$ cat src/rtl/mac_pkg.sv
// Shared types, default widths and saturating-add helper for mac_accum.
// Saturation is enabled by defining MAC_ACCUM_SAT_EN.
package mac_pkg;

    localparam int P_W   = 43;
    localparam int ACC_W = 48;
    localparam int CNT_W = 8;

    typedef enum logic {
        IDLE,
        ACCUM
    } mac_state_e;

    // Clamping signed add at ACC_W; returns {ovf, sum}.
    function automatic logic [ACC_W:0] sat_add(
        input logic signed [ACC_W-1:0] a,
        input logic signed [ACC_W-1:0] b
    );
        logic signed [ACC_W:0] w_full;
        logic                  w_ovf;
        logic [ACC_W-1:0]      w_sum;
        w_full = {a[ACC_W-1], a} + {b[ACC_W-1], b};
        w_ovf  = w_full[ACC_W] ^ w_full[ACC_W-1];
        w_sum  = w_full[ACC_W-1:0];
        if (w_ovf) begin
            w_sum = w_full[ACC_W] ? {1'b1, {(ACC_W-1){1'b0}}}
                                  : {1'b0, {(ACC_W-1){1'b1}}};
        end
        return {w_ovf, w_sum};
    endfunction

endpackage

$ cat src/rtl/mac_accum_if.sv
// Product-stream input and frame-result output bundle of mac_accum.
// slave is the accumulator's view, master the producer/consumer view.
interface mac_accum_if
    import mac_pkg::*;
#(
    parameter int P_WIDTH   = P_W,
    parameter int ACC_WIDTH = ACC_W,
    parameter int CNT_WIDTH = CNT_W
) ();

    logic [P_WIDTH-1:0]   prod_i;
    logic                 in_valid_i;
    logic                 in_last_i;
    logic                 in_ready_o;
    logic [ACC_WIDTH-1:0] out_sum_o;
    logic [CNT_WIDTH-1:0] out_cnt_o;
    logic                 out_ovf_o;
    logic                 out_valid_o;
    logic                 out_ready_i;

    modport slave (
        input  prod_i,
        input  in_valid_i,
        input  in_last_i,
        output in_ready_o,
        output out_sum_o,
        output out_cnt_o,
        output out_ovf_o,
        output out_valid_o,
        input  out_ready_i
    );

    modport master (
        output prod_i,
        output in_valid_i,
        output in_last_i,
        input  in_ready_o,
        input  out_sum_o,
        input  out_cnt_o,
        input  out_ovf_o,
        input  out_valid_o,
        output out_ready_i
    );

endinterface

$ cat src/rtl/mac_sat_add.sv
// Signed accumulator adder; wraps by default, clamps with overflow
// flag when MAC_ACCUM_SAT_EN is defined.
module mac_sat_add #(
    parameter int ACC_WIDTH = 48
) (
    input  logic signed [ACC_WIDTH-1:0] i_a,
    input  logic signed [ACC_WIDTH-1:0] i_b,
    output logic signed [ACC_WIDTH-1:0] o_sum,
    output logic                        o_ovf
);

`ifdef MAC_ACCUM_SAT_EN
    logic signed [ACC_WIDTH:0] w_full;
    logic                      w_ovf;

    assign w_full = {i_a[ACC_WIDTH-1], i_a} + {i_b[ACC_WIDTH-1], i_b};
    assign w_ovf  = w_full[ACC_WIDTH] ^ w_full[ACC_WIDTH-1];

    // Clamp toward the sign of the true (wide) result on overflow.
    always_comb begin
        o_sum = w_full[ACC_WIDTH-1:0];
        if (w_ovf) begin
            o_sum = w_full[ACC_WIDTH] ? {1'b1, {(ACC_WIDTH-1){1'b0}}}
                                      : {1'b0, {(ACC_WIDTH-1){1'b1}}};
        end
    end

    assign o_ovf = w_ovf;
`else
    assign o_sum = i_a + i_b;
    assign o_ovf = 1'b0;
`endif

endmodule

$ cat src/rtl/mac_accum.sv
// Frame accumulator behind the DSP multiplier: sums product beats into
// one result per frame. Saturation enabled by MAC_ACCUM_SAT_EN.
module mac_accum
    import mac_pkg::*;
#(
    parameter int P_WIDTH   = P_W,
    parameter int ACC_WIDTH = ACC_W,
    parameter int CNT_WIDTH = CNT_W
) (
    input  logic        clk_i,
    input  logic        rst_i,
    mac_accum_if.slave  bus
);

    localparam logic [CNT_WIDTH-1:0] MAX_LEN = '1;

    mac_state_e                  r_state;
    logic signed [ACC_WIDTH-1:0] r_acc;
    logic [CNT_WIDTH-1:0]        r_cnt;
    logic                        r_ovf;
    logic signed [ACC_WIDTH-1:0] r_out_sum;
    logic [CNT_WIDTH-1:0]        r_out_cnt;
    logic                        r_out_ovf;
    logic                        r_out_valid;

    logic signed [P_WIDTH-1:0]   w_prod;
    logic signed [ACC_WIDTH-1:0] w_prod_ext;
    logic signed [ACC_WIDTH-1:0] w_add_a;
    logic signed [ACC_WIDTH-1:0] w_sum;
    logic                        w_add_ovf;
    logic                        w_ovf_nxt;
    logic [CNT_WIDTH-1:0]        w_cnt_nxt;
    logic                        w_in_ready;
    logic                        w_beat;
    logic                        w_close;

    assign w_prod     = bus.prod_i;
    assign w_prod_ext = ACC_WIDTH'(w_prod);

    // A new frame starts from zero even if acc was left non-zero.
    assign w_add_a   = (r_state == IDLE) ? '0 : r_acc;
    assign w_cnt_nxt = (r_state == IDLE) ? CNT_WIDTH'(1) : r_cnt + 1'b1;
    assign w_ovf_nxt = ((r_state == ACCUM) && r_ovf) || w_add_ovf;

    assign w_in_ready = !rst_i && (!r_out_valid || bus.out_ready_i);
    assign w_beat     = bus.in_valid_i && w_in_ready;
    assign w_close    = w_beat && (bus.in_last_i || (w_cnt_nxt == MAX_LEN));

    mac_sat_add #(
        .ACC_WIDTH (ACC_WIDTH)
    ) u_add (
        .i_a   (w_add_a),
        .i_b   (w_prod_ext),
        .o_sum (w_sum),
        .o_ovf (w_add_ovf)
    );

    // Frame FSM, accumulator, beat counter and single-entry result buffer.
    always_ff @(posedge clk_i) begin
        if (rst_i) begin
            r_state     <= IDLE;
            r_acc       <= '0;
            r_cnt       <= '0;
            r_ovf       <= 1'b0;
            r_out_sum   <= '0;
            r_out_cnt   <= '0;
            r_out_ovf   <= 1'b0;
            r_out_valid <= 1'b0;
        end else begin
            if (r_out_valid && bus.out_ready_i) begin
                r_out_valid <= 1'b0;
            end
            if (w_beat) begin
                if (w_close) begin
                    r_out_sum   <= w_sum;
                    r_out_cnt   <= w_cnt_nxt;
                    r_out_ovf   <= w_ovf_nxt;
                    r_out_valid <= 1'b1;
                    r_acc       <= '0;
                    r_cnt       <= '0;
                    r_ovf       <= 1'b0;
                    r_state     <= IDLE;
                end else begin
                    r_acc   <= w_sum;
                    r_cnt   <= w_cnt_nxt;
                    r_ovf   <= w_ovf_nxt;
                    r_state <= ACCUM;
                end
            end
        end
    end

    assign bus.in_ready_o  = w_in_ready;
    assign bus.out_sum_o   = r_out_sum;
    assign bus.out_cnt_o   = r_out_cnt;
    assign bus.out_ovf_o   = r_out_ovf;
    assign bus.out_valid_o = r_out_valid;

endmodule

$ cat src/flat_wrapper.sv
// flat-port wrapper written by rule: the top's interface ports become plain ports
module mac_accum_flat import mac_pkg::*;
#(
    parameter int P_WIDTH   = P_W,
    parameter int ACC_WIDTH = ACC_W,
    parameter int CNT_WIDTH = CNT_W
)
  (clk_i, rst_i, bus_prod_i, bus_in_valid_i, bus_in_last_i, bus_in_ready_o, bus_out_sum_o, bus_out_cnt_o, bus_out_ovf_o, bus_out_valid_o, bus_out_ready_i);
  mac_accum_if #(.P_WIDTH(P_WIDTH), .ACC_WIDTH(ACC_WIDTH), .CNT_WIDTH(CNT_WIDTH)) bus_i ();
  input  logic clk_i;
  input  logic rst_i;
  input wire logic [$bits(bus_i.prod_i)-1:0] bus_prod_i;
  input wire logic [$bits(bus_i.in_valid_i)-1:0] bus_in_valid_i;
  input wire logic [$bits(bus_i.in_last_i)-1:0] bus_in_last_i;
  output wire logic [$bits(bus_i.in_ready_o)-1:0] bus_in_ready_o;
  output wire logic [$bits(bus_i.out_sum_o)-1:0] bus_out_sum_o;
  output wire logic [$bits(bus_i.out_cnt_o)-1:0] bus_out_cnt_o;
  output wire logic [$bits(bus_i.out_ovf_o)-1:0] bus_out_ovf_o;
  output wire logic [$bits(bus_i.out_valid_o)-1:0] bus_out_valid_o;
  input wire logic [$bits(bus_i.out_ready_i)-1:0] bus_out_ready_i;
  assign bus_i.prod_i = bus_prod_i;
  assign bus_i.in_valid_i = bus_in_valid_i;
  assign bus_i.in_last_i = bus_in_last_i;
  assign bus_in_ready_o = bus_i.in_ready_o;
  assign bus_out_sum_o = bus_i.out_sum_o;
  assign bus_out_cnt_o = bus_i.out_cnt_o;
  assign bus_out_ovf_o = bus_i.out_ovf_o;
  assign bus_out_valid_o = bus_i.out_valid_o;
  assign bus_i.out_ready_i = bus_out_ready_i;
  mac_accum #(.P_WIDTH(P_WIDTH), .ACC_WIDTH(ACC_WIDTH), .CNT_WIDTH(CNT_WIDTH)) u_core (.clk_i(clk_i), .rst_i(rst_i), .bus(bus_i));
endmodule
$ cat config.mk
export PLATFORM = sky130hd
export DESIGN_NAME = mac_accum_flat
export DESIGN_NICKNAME = d
export VERILOG_FILES = /design/src/rtl/mac_pkg.sv /design/src/rtl/mac_accum_if.sv /design/src/rtl/mac_sat_add.sv /design/src/rtl/mac_accum.sv /design/src/flat_wrapper.sv
export SDC_FILE = /design/constraint.sdc
export NUM_CORES = 1
export LEC_CHECK = 0
export ABC_CLOCK_PERIOD_IN_PS = 7210
export CAP_MARGIN = 30
export CORE_MARGIN = 2
export CORE_UTILIZATION = 40
export CTS_CLUSTER_SIZE = 28
export DETAILED_ROUTE_END_ITERATION = 7
export GPL_ROUTABILITY_DRIVEN = 0
export PLACE_DENSITY_LB_ADDON = 0.2
export SKIP_CTS_REPAIR_TIMING = 1
export SKIP_LAST_GASP = 1
export SLEW_MARGIN = 20
export SYNTH_ARGS = -nofsm -noshare
export SYNTH_HDL_FRONTEND = slang
export SYNTH_HIERARCHICAL = 1
export SYNTH_SLANG_ARGS = --single-unit
$ cat constraint.sdc
create_clock -name clk_i -period 7.21 [get_ports clk_i]
set_clock_uncertainty 0.05 [all_clocks]
set_input_delay 2.163 -clock clk_i [delete_from_list [all_inputs] [get_ports clk_i]]
set_output_delay 2.163 -clock clk_i [all_outputs]
set_load 0.02 [all_outputs]
Yosys cells after proc, flatten, opt, wreduce, memory -nomap -nowiden --
Cells that the tools add are included. W data, S select, Z words.
Word-level totals: word-level logic and storage cells 30, register bits 116, bits of input ports 48, output and inout bits 59
Operators by class: equality and inequality tests 1, reductions and logical operators 10, add/subtract/negate cells 2, muxes and demuxes 9
Operator list (count):
- $mux W48 | 2
- $add A48 B43 Y48 | 1
- $mux W8 | 2
- $add A8 B1 Y8 const B | 1
- $eq A8 B8 Y1 const B | 1
- $logic_and A1 B1 Y1 | 5
- $mux W1 | 5
- $logic_not A1 Y1 | 2
- $logic_or A1 B1 Y1 | 2
- $reduce_and A2 Y1 | 1

Logic depth before layout (Yosys ltp) --
Gate-level depths: netlist (run 1).
depth after elaboration 7, gate-level depth with buffers 14

By module --
The synthesis (run 1) kept the hierarchy.
Modules (own cells, without submodules):
- mac_accum | cells an instance 437, instances 1, area each 4852.2 um^2
- mac_sat_add | cells an instance 425, instances 1, area each 2915.3 um^2

Least setup slack after synthesis (run 1) --
Ideal clock, no wire load.
path kind input -> output, start input port rst_i, end output port bus_in_ready_o, required time 4997 ps, stages on the path 5, path slack 1716 ps, arrival 3281 ps, cell sequence clkbuf_1 > inv_1 > clkbuf_1 > clkbuf_1 > and2_1
On the way: word-level cells in the longest chain between the ends 2
Ends and longest elaborated chain:
- start, declared | line flat_wrapper.sv:11 | input logic rst_i;
- $logic_not A1 Y1 | line mac_accum.sv:45 | assign w_in_ready = !rst_i && (!r_out_valid || bus.out_ready_i);
- $logic_and A1 B1 Y1 | line mac_accum.sv:45
- end, declared | line flat_wrapper.sv:15 | output wire logic [$bits(bus_i.in_ready_o)-1:0] bus_in_ready_o;
Every way passes these cells.

Final worst setup path (run 1) --
start input port bus_out_ready_i, end output port bus_in_ready_o
On the way: word-level cells in the longest chain between the ends 2
Ends and longest elaborated chain:
- start, declared | line flat_wrapper.sv:20 | input wire logic [$bits(bus_i.out_ready_i)-1:0] bus_out_ready_i;
- $logic_or A1 B1 Y1 | line mac_accum.sv:45
- $logic_and A1 B1 Y1 | line mac_accum.sv:45
Every way passes these cells.

==> results of run 1 <==
## worst max path at each step
| stage | from | end | slack [ps] | depth (start not counted) |
|---|---|---|---|---|
| final | bus_out_ready_i | bus_in_ready_o | 1490 | 4 |
| after global routing | bus_out_ready_i | bus_in_ready_o | 1440 | 4 |
| after CTS | bus_out_ready_i | bus_in_ready_o | 1490 | 4 |
| after detailed placement | bus_out_ready_i | bus_in_ready_o | 1490 | 4 |
| after global placement | bus_out_ready_i | bus_in_ready_o | 1500 | 4 |
| after floorplan | rst_i | bus_in_ready_o | 1720 | 5 |
## metal layers
layer,vias up,global-route usage,share of wire
met3,18,0.04099,0.043
li1,3337,-,-
met4,0,0.05882,0.011
met5,-,0,0
met2,153,0.3105,0.46
met1,3084,0.2615,0.48
## power by group through the flow
stage / Combinational (mW) / Clock [mW] / Sequential (mW)
after floorplan: 0.171 / 0 / 0.726
final: 0.293 / 0.857 / 0.695
after detailed placement: 0.293 / 0 / 0.708
after CTS: 0.294 / 0.879 / 0.695
after global placement: 0.291 / 0 / 0.708
after global routing: 0.320 / 0.904 / 0.698
## cell usage after synthesis, types with 28 or more instances
library cell,n
nor2b_1,58
a21oi_1,54
nand2_1,52
dfxtp_1,116
a21o_1,37
and2_1,49
xnor2_1,28
ha_1,48
clkbuf_1,37
mux2_2,38
a32o_1,50
nor2_1,36
## state kept, by name, summed over array words and instances, names as in the netlist
name                    count
u_core/r_state              1
u_core/r_acc               48
u_core/bus.out_valid_o      1
u_core/bus.out_sum_o       48
u_core/bus.out_ovf_o        1
u_core/bus.out_cnt_o        8
u_core/r_ovf                1
u_core/r_cnt                8
## kinds of logic (layout without fill, tap and decap cells)
group | after synthesis | in the layout | synth area share
compound gates | 250 | 250 | 0.2399
xor+xnor | 46 | 46 | 0.05187
fa+ha+maj | 49 | 49 | 0.07990
buf+inv | 72 | 158 | 0.04687
flops | 116 | 116 | 0.2990
mux | 57 | 57 | 0.08795
other cells | 1 | 1 | 0.0004828
simple gates | 271 | 271 | 0.1941
## cell type report
class | instances | area, sq um | share of cell area
clock inverter | 9 | 127.6 | 0.01346
multi-input combinational | 674 | 5086 | 0.5364
sequential | 116 | 2322 | 0.2449
clock buffer | 23 | 467.9 | 0.04935
timing repair buffer | 112 | 1101 | 0.1161
tap | 260 | 325.3 | 0.03431
inverter | 14 | 52.55 | 0.005542
## critical path, cell delays in order
cell             delay, ps
clkdlybuf4s50_1        440
nand2b_1               170
and2_1                 140
clkdlybuf4s50_1        590
==> flow_metrics.env, run 1 <==
export IMPL_status="finished, final reports clean"
export IMPL_slew_viol_final=0
export IMPL_post_route_drc_count=0
export IMPL_hold_start="u_core/r_ovf$_SDFFE_PP0P_"
export IMPL_ys_flop_type="dfxtp_1"
export IMPL_fp_coreArea_sq_mm=0.01889
export IMPL_wl_microns=19620
export IMPL_syn_num_nets=959
export IMPL_pwr_share_clk=0.465
export IMPL_min_to="u_core/r_ovf$_SDFFE_PP0P_"
export IMPL_power_density_mw_per_mm2=194.5
export IMPL_grtUsageTotal=0.1934
export IMPL_ir_drop_mv=0.1726
export IMPL_drv_cap=0
export IMPL_leakage_nw=4.079
export IMPL_synthTopCellsByArea="dfxtp_1, ha_1, a32o_1"
export IMPL_antenna_found_initial=0
export IMPL_die_x_microns=143.4
export IMPL_placed_cells=1176
export IMPL_timing_fmax_mhz=174.9
export IMPL_vias_per_cell=5.457
export IMPL_layout_nets=1032
export IMPL_ios=107
export IMPL_drive_above_1_share=0.1129
export IMPL_arrival_ps=3500
export IMPL_final_util=0.5019
export IMPL_num_vias=6592
export IMPL_post_route_period_util=0.7930
export IMPL_placed_area_sq_mm=0.008887
export IMPL_layout_common_cells="dfxtp_1, clkdlybuf4s50_1, nor2b_1"
export IMPL_synth_edf_count=0
export IMPL_timing_final_crit_period_ps=5717
export IMPL_finalPower_mw=1.844
export IMPL_tightest_slew_ps=717.8
export IMPL_antenna_cells=0
export IMPL_p_switching_uw=470.3
export IMPL_syn_inst=862
export IMPL_syn_cell_area_sq_mm=0.007767
export IMPL_cp_max_fo=4
export IMPL_portBuffers=106
export IMPL_clock_sinks=116
export IMPL_layout_cells_most_common="dfxtp_1"
export IMPL_timing_setup_tns_ps=0
export IMPL_start_util=0.4111
export IMPL_intPower_mw=1.374
export IMPL_grt_start_max_net_pins=59
export IMPL_final_setup_worst_slack_ps=1493
export IMPL_seqPwrFrac=0.377
export IMPL_area_growth_pct=22.08
export IMPL_rsz0062_at_grt="false"
export IMPL_avgSynthCellArea_sq_um=9.011
export IMPL_synthDistinctLibCells=68
export IMPL_required_ps=5000
export IMPL_dr_pass1_iters=6
export IMPL_p_sw_frac=0.2550
export IMPL_clk_latency_ps=430
export IMPL_hold_slack_ps=404.6
export IMPL_dieArea_sq_mm=0.02055
export IMPL_hold_depth=2
export IMPL_clk_pin_slew_ps=50
export IMPL_setup_worst_path_class="in2out"
export IMPL_grt_pass1_wl_microns=31640
export IMPL_ys_ff_latch=116
export IMPL_endpoint_kind="primary output"
export IMPL_maxSlewHeadroom=0.5215
export IMPL_nFillCells=1837
export IMPL_row_count=50
export IMPL_finalSetupViolCount=0
export IMPL_synth_top_area_cell="dfxtp_1"
export IMPL_synth_async_reset_ratio=0
export IMPL_hold_viol=0
export IMPL_die_h_microns=143.4
export IMPL_first_global_vias=6219
export IMPL_synth_warnings=6
export IMPL_hold_class="reg2reg"
export IMPL_cts_tree="built"
export IMPL_finalNonFillerCells=1208
export IMPL_drt_iter0_markers=378
export IMPL_synth_top_area_share=0.2990
export IMPL_dp_slack_ps=1493
export IMPL_routedWlPerCell_microns=16.24
export IMPL_cp_start_kind="primary input"
export IMPL_rr_endpoint="u_core/bus.out_sum_o[44]$_SDFFE_PP0P_"
export IMPL_seq_area_frac_synth=0.2990
export IMPL_ant_nets=0
export IMPL_postLayoutCellArea_sq_mm=0.009483
export IMPL_hpwl_microns=13540
export IMPL_ctsLongestPathBuffers=2
export IMPL_cts_inserted_buffers=17
export IMPL_r2r_start="u_core/r_state$_SDFFE_PP0P_"
export IMPL_grt_ovfl_total=0
export IMPL_pwr_share_comb=0.159
export IMPL_cts_root_buf="clkbuf_16"
export IMPL_rrSetupSlack_ps=3100
export IMPL_htreeDepth=4
export IMPL_r2r_cells=13
Power figures use the tool's default switching activity.
==> run 2, diff against run 1 <==
--- a/config.mk
+++ b/config.mk
@@ -5,7 +5,7 @@
 export SDC_FILE = /design/constraint.sdc
 export NUM_CORES = 1
 export LEC_CHECK = 0
-export ABC_CLOCK_PERIOD_IN_PS = 7210
+export ABC_CLOCK_PERIOD_IN_PS = 5800
 export CAP_MARGIN = 30
 export CORE_MARGIN = 2
 export CORE_UTILIZATION = 40
==> constraint.sdc (replaced) <==
create_clock -name clk_i -period 5.8 [get_ports clk_i]
set_clock_uncertainty 0.05 [all_clocks]
set_input_delay 1.74 -clock clk_i [delete_from_list [all_inputs] [get_ports clk_i]]
set_output_delay 1.74 -clock clk_i [all_outputs]
set_load 0.02 [all_outputs]
==> flow_metrics.env, run 2 (synthesis gave the netlist of run 1 again) <==
export IMPL_portBuffers=106
export IMPL_post_route_drc_count=0
export IMPL_critPathBufInv=2
export IMPL_timing_fmax_mhz=201.8
export IMPL_die_x_microns=143.4
export IMPL_clk_pin_slew_ps=50
export IMPL_cp_max_fo=4
export IMPL_cts_inserted_buffers=17
export IMPL_leakage_nw=4.098
export IMPL_tightest_slew_ps=695.9
export IMPL_cts_tree="built"
export IMPL_nFillCells=1852
export IMPL_htreeDepth=4
export IMPL_drv_cap=0
export IMPL_path_cells="clkdlybuf4s50_1, nand2b_1, and2_1, clkdlybuf4s50_1"
export IMPL_post_route_period_util=0.8545
export IMPL_slew_viol_final=0
export IMPL_crit_family="buffers and inverters"
export IMPL_cp_slowest_cell="clkdlybuf4s50_1"
export IMPL_endpoint_kind="primary output"
export IMPL_first_global_vias=6390
export IMPL_wl_microns=19630
export IMPL_grt_start_max_net_pins=59
export IMPL_ir_drop_mv=0.2025
export IMPL_cp_start_kind="primary input"
export IMPL_hold_class="reg2reg"
export IMPL_row_count=50
export IMPL_maxSlewHeadroom=0.5355
export IMPL_grt_ovfl_total=0
export IMPL_drt_iter0_markers=288
export IMPL_finalSetupViolCount=0
export IMPL_layout_common_cells="dfxtp_1, clkdlybuf4s50_1, nor2b_1"
export IMPL_layout_nets=1036
export IMPL_ios=107
export IMPL_timing_final_crit_period_ps=4956
export IMPL_ctsLongestPathBuffers=2
export IMPL_rsz0062_at_grt="false"
export IMPL_clk_latency_ps=420
export IMPL_timing_setup_tns_ps=0
export IMPL_antenna_cells=0
export IMPL_cp_common_cell="clkdlybuf4s50_1"
export IMPL_vias_per_cell=5.455
export IMPL_num_vias=6601
export IMPL_dr_pass1_iters=6
export IMPL_postLayoutCellArea_sq_mm=0.009517
export IMPL_required_ps=4010
export IMPL_dieArea_sq_mm=0.02055
export IMPL_status="finished, final reports clean"
export IMPL_grtUsageTotal=0.1929
export IMPL_fp_coreArea_sq_mm=0.01889
export IMPL_hold_viol=0
export IMPL_area_growth_pct=22.52
export IMPL_setup_worst_path_class="in2out"
export IMPL_drive_above_1_share=0.1147
export IMPL_placed_area_sq_mm=0.008937
export IMPL_ant_nets=0
export IMPL_cts_root_buf="clkbuf_16"
export IMPL_start_util=0.4111
export IMPL_power_density_mw_per_mm2=239.0
export IMPL_die_h_microns=143.4
export IMPL_routedWlPerCell_microns=16.22
export IMPL_cp_slowest_stage_delay_ps=600
export IMPL_antenna_found_initial=0
export IMPL_hpwl_microns=14000
export IMPL_clock_sinks=116
export IMPL_grt_pass1_wl_microns=31560
export IMPL_layout_cells_most_common="dfxtp_1"
export IMPL_arrival_ps=3170
run 2: cell types whose count changed in the layout (fill, tap and decap cells not counted), sizes merged:
cell	change
buf	+4
bufinv	-1
clkbuf	+3
clkinv	-4
run 2: metrics by stage:
stage                     utilization  hold slack, ps  setup WS [ps]  power, mW  instances
after floorplan                     -           379.8           1152      1.114        862
after global placement         0.4716           388.2          698.8      1.243       1179
after detailed placement       0.4730           398.5          610.0      1.247       1180
after CTS                      0.5037           405.8          831.6      2.299       1210
after global routing           0.5037           430.1          772.1      2.360       1210
final                          0.5037           404.8          843.9      2.275       1210
run 2: worst paths after layout:
check / slack [ps] / endpoint / from / cells past startpoint
worst max-delay path: 840 / bus_in_ready_o / bus_out_ready_i / 4
worst min-delay path: 400 / u_core/r_ovf$_SDFFE_PP0P_ / u_core/r_ovf$_SDFFE_PP0P_ / 2
worst max register to register: 1970 / u_core/bus.out_sum_o[44]$_SDFFE_PP0P_ / u_core/r_state$_SDFFE_PP0P_ / 12
worst min register to register: 400 / u_core/r_ovf$_SDFFE_PP0P_ / u_core/r_ovf$_SDFFE_PP0P_ / 2
run 2: power breakdown:
group          internal (mW)  switching [mW]  total, mW
Sequential             0.841          0.0226      0.864
Clock                  0.683           0.362       1.04
Combinational          0.173           0.193      0.366
Total                   1.70           0.577       2.27
run 2: layer usage:
layer  part of all wire  global-route usage  up-vias
met5                  0                   0        -
met4              0.016             0.06502        0
met3              0.039             0.03632       20
met2               0.47              0.3236      134
met1               0.48              0.2496     3122
li1                   -                   -     3325
run 2: cell type report:
| class | count | area (sq um) | share of cell area |
|---|---|---|---|
| timing repair buffer | 116 | 1151 | 0.1210 |
| tap | 260 | 325.3 | 0.03418 |
| multi-input combinational | 674 | 5086 | 0.5344 |
| clock inverter | 4 | 70.07 | 0.007363 |
| sequential | 116 | 2322 | 0.2440 |
| clock buffer | 26 | 509.2 | 0.05351 |
| inverter | 14 | 52.55 | 0.005522 |
run 2: worst min-delay path: stages, from the launching register on:
cell and delay (ps):
dfxtp_1 310, nand2_1 50, o2bb2ai_1 50
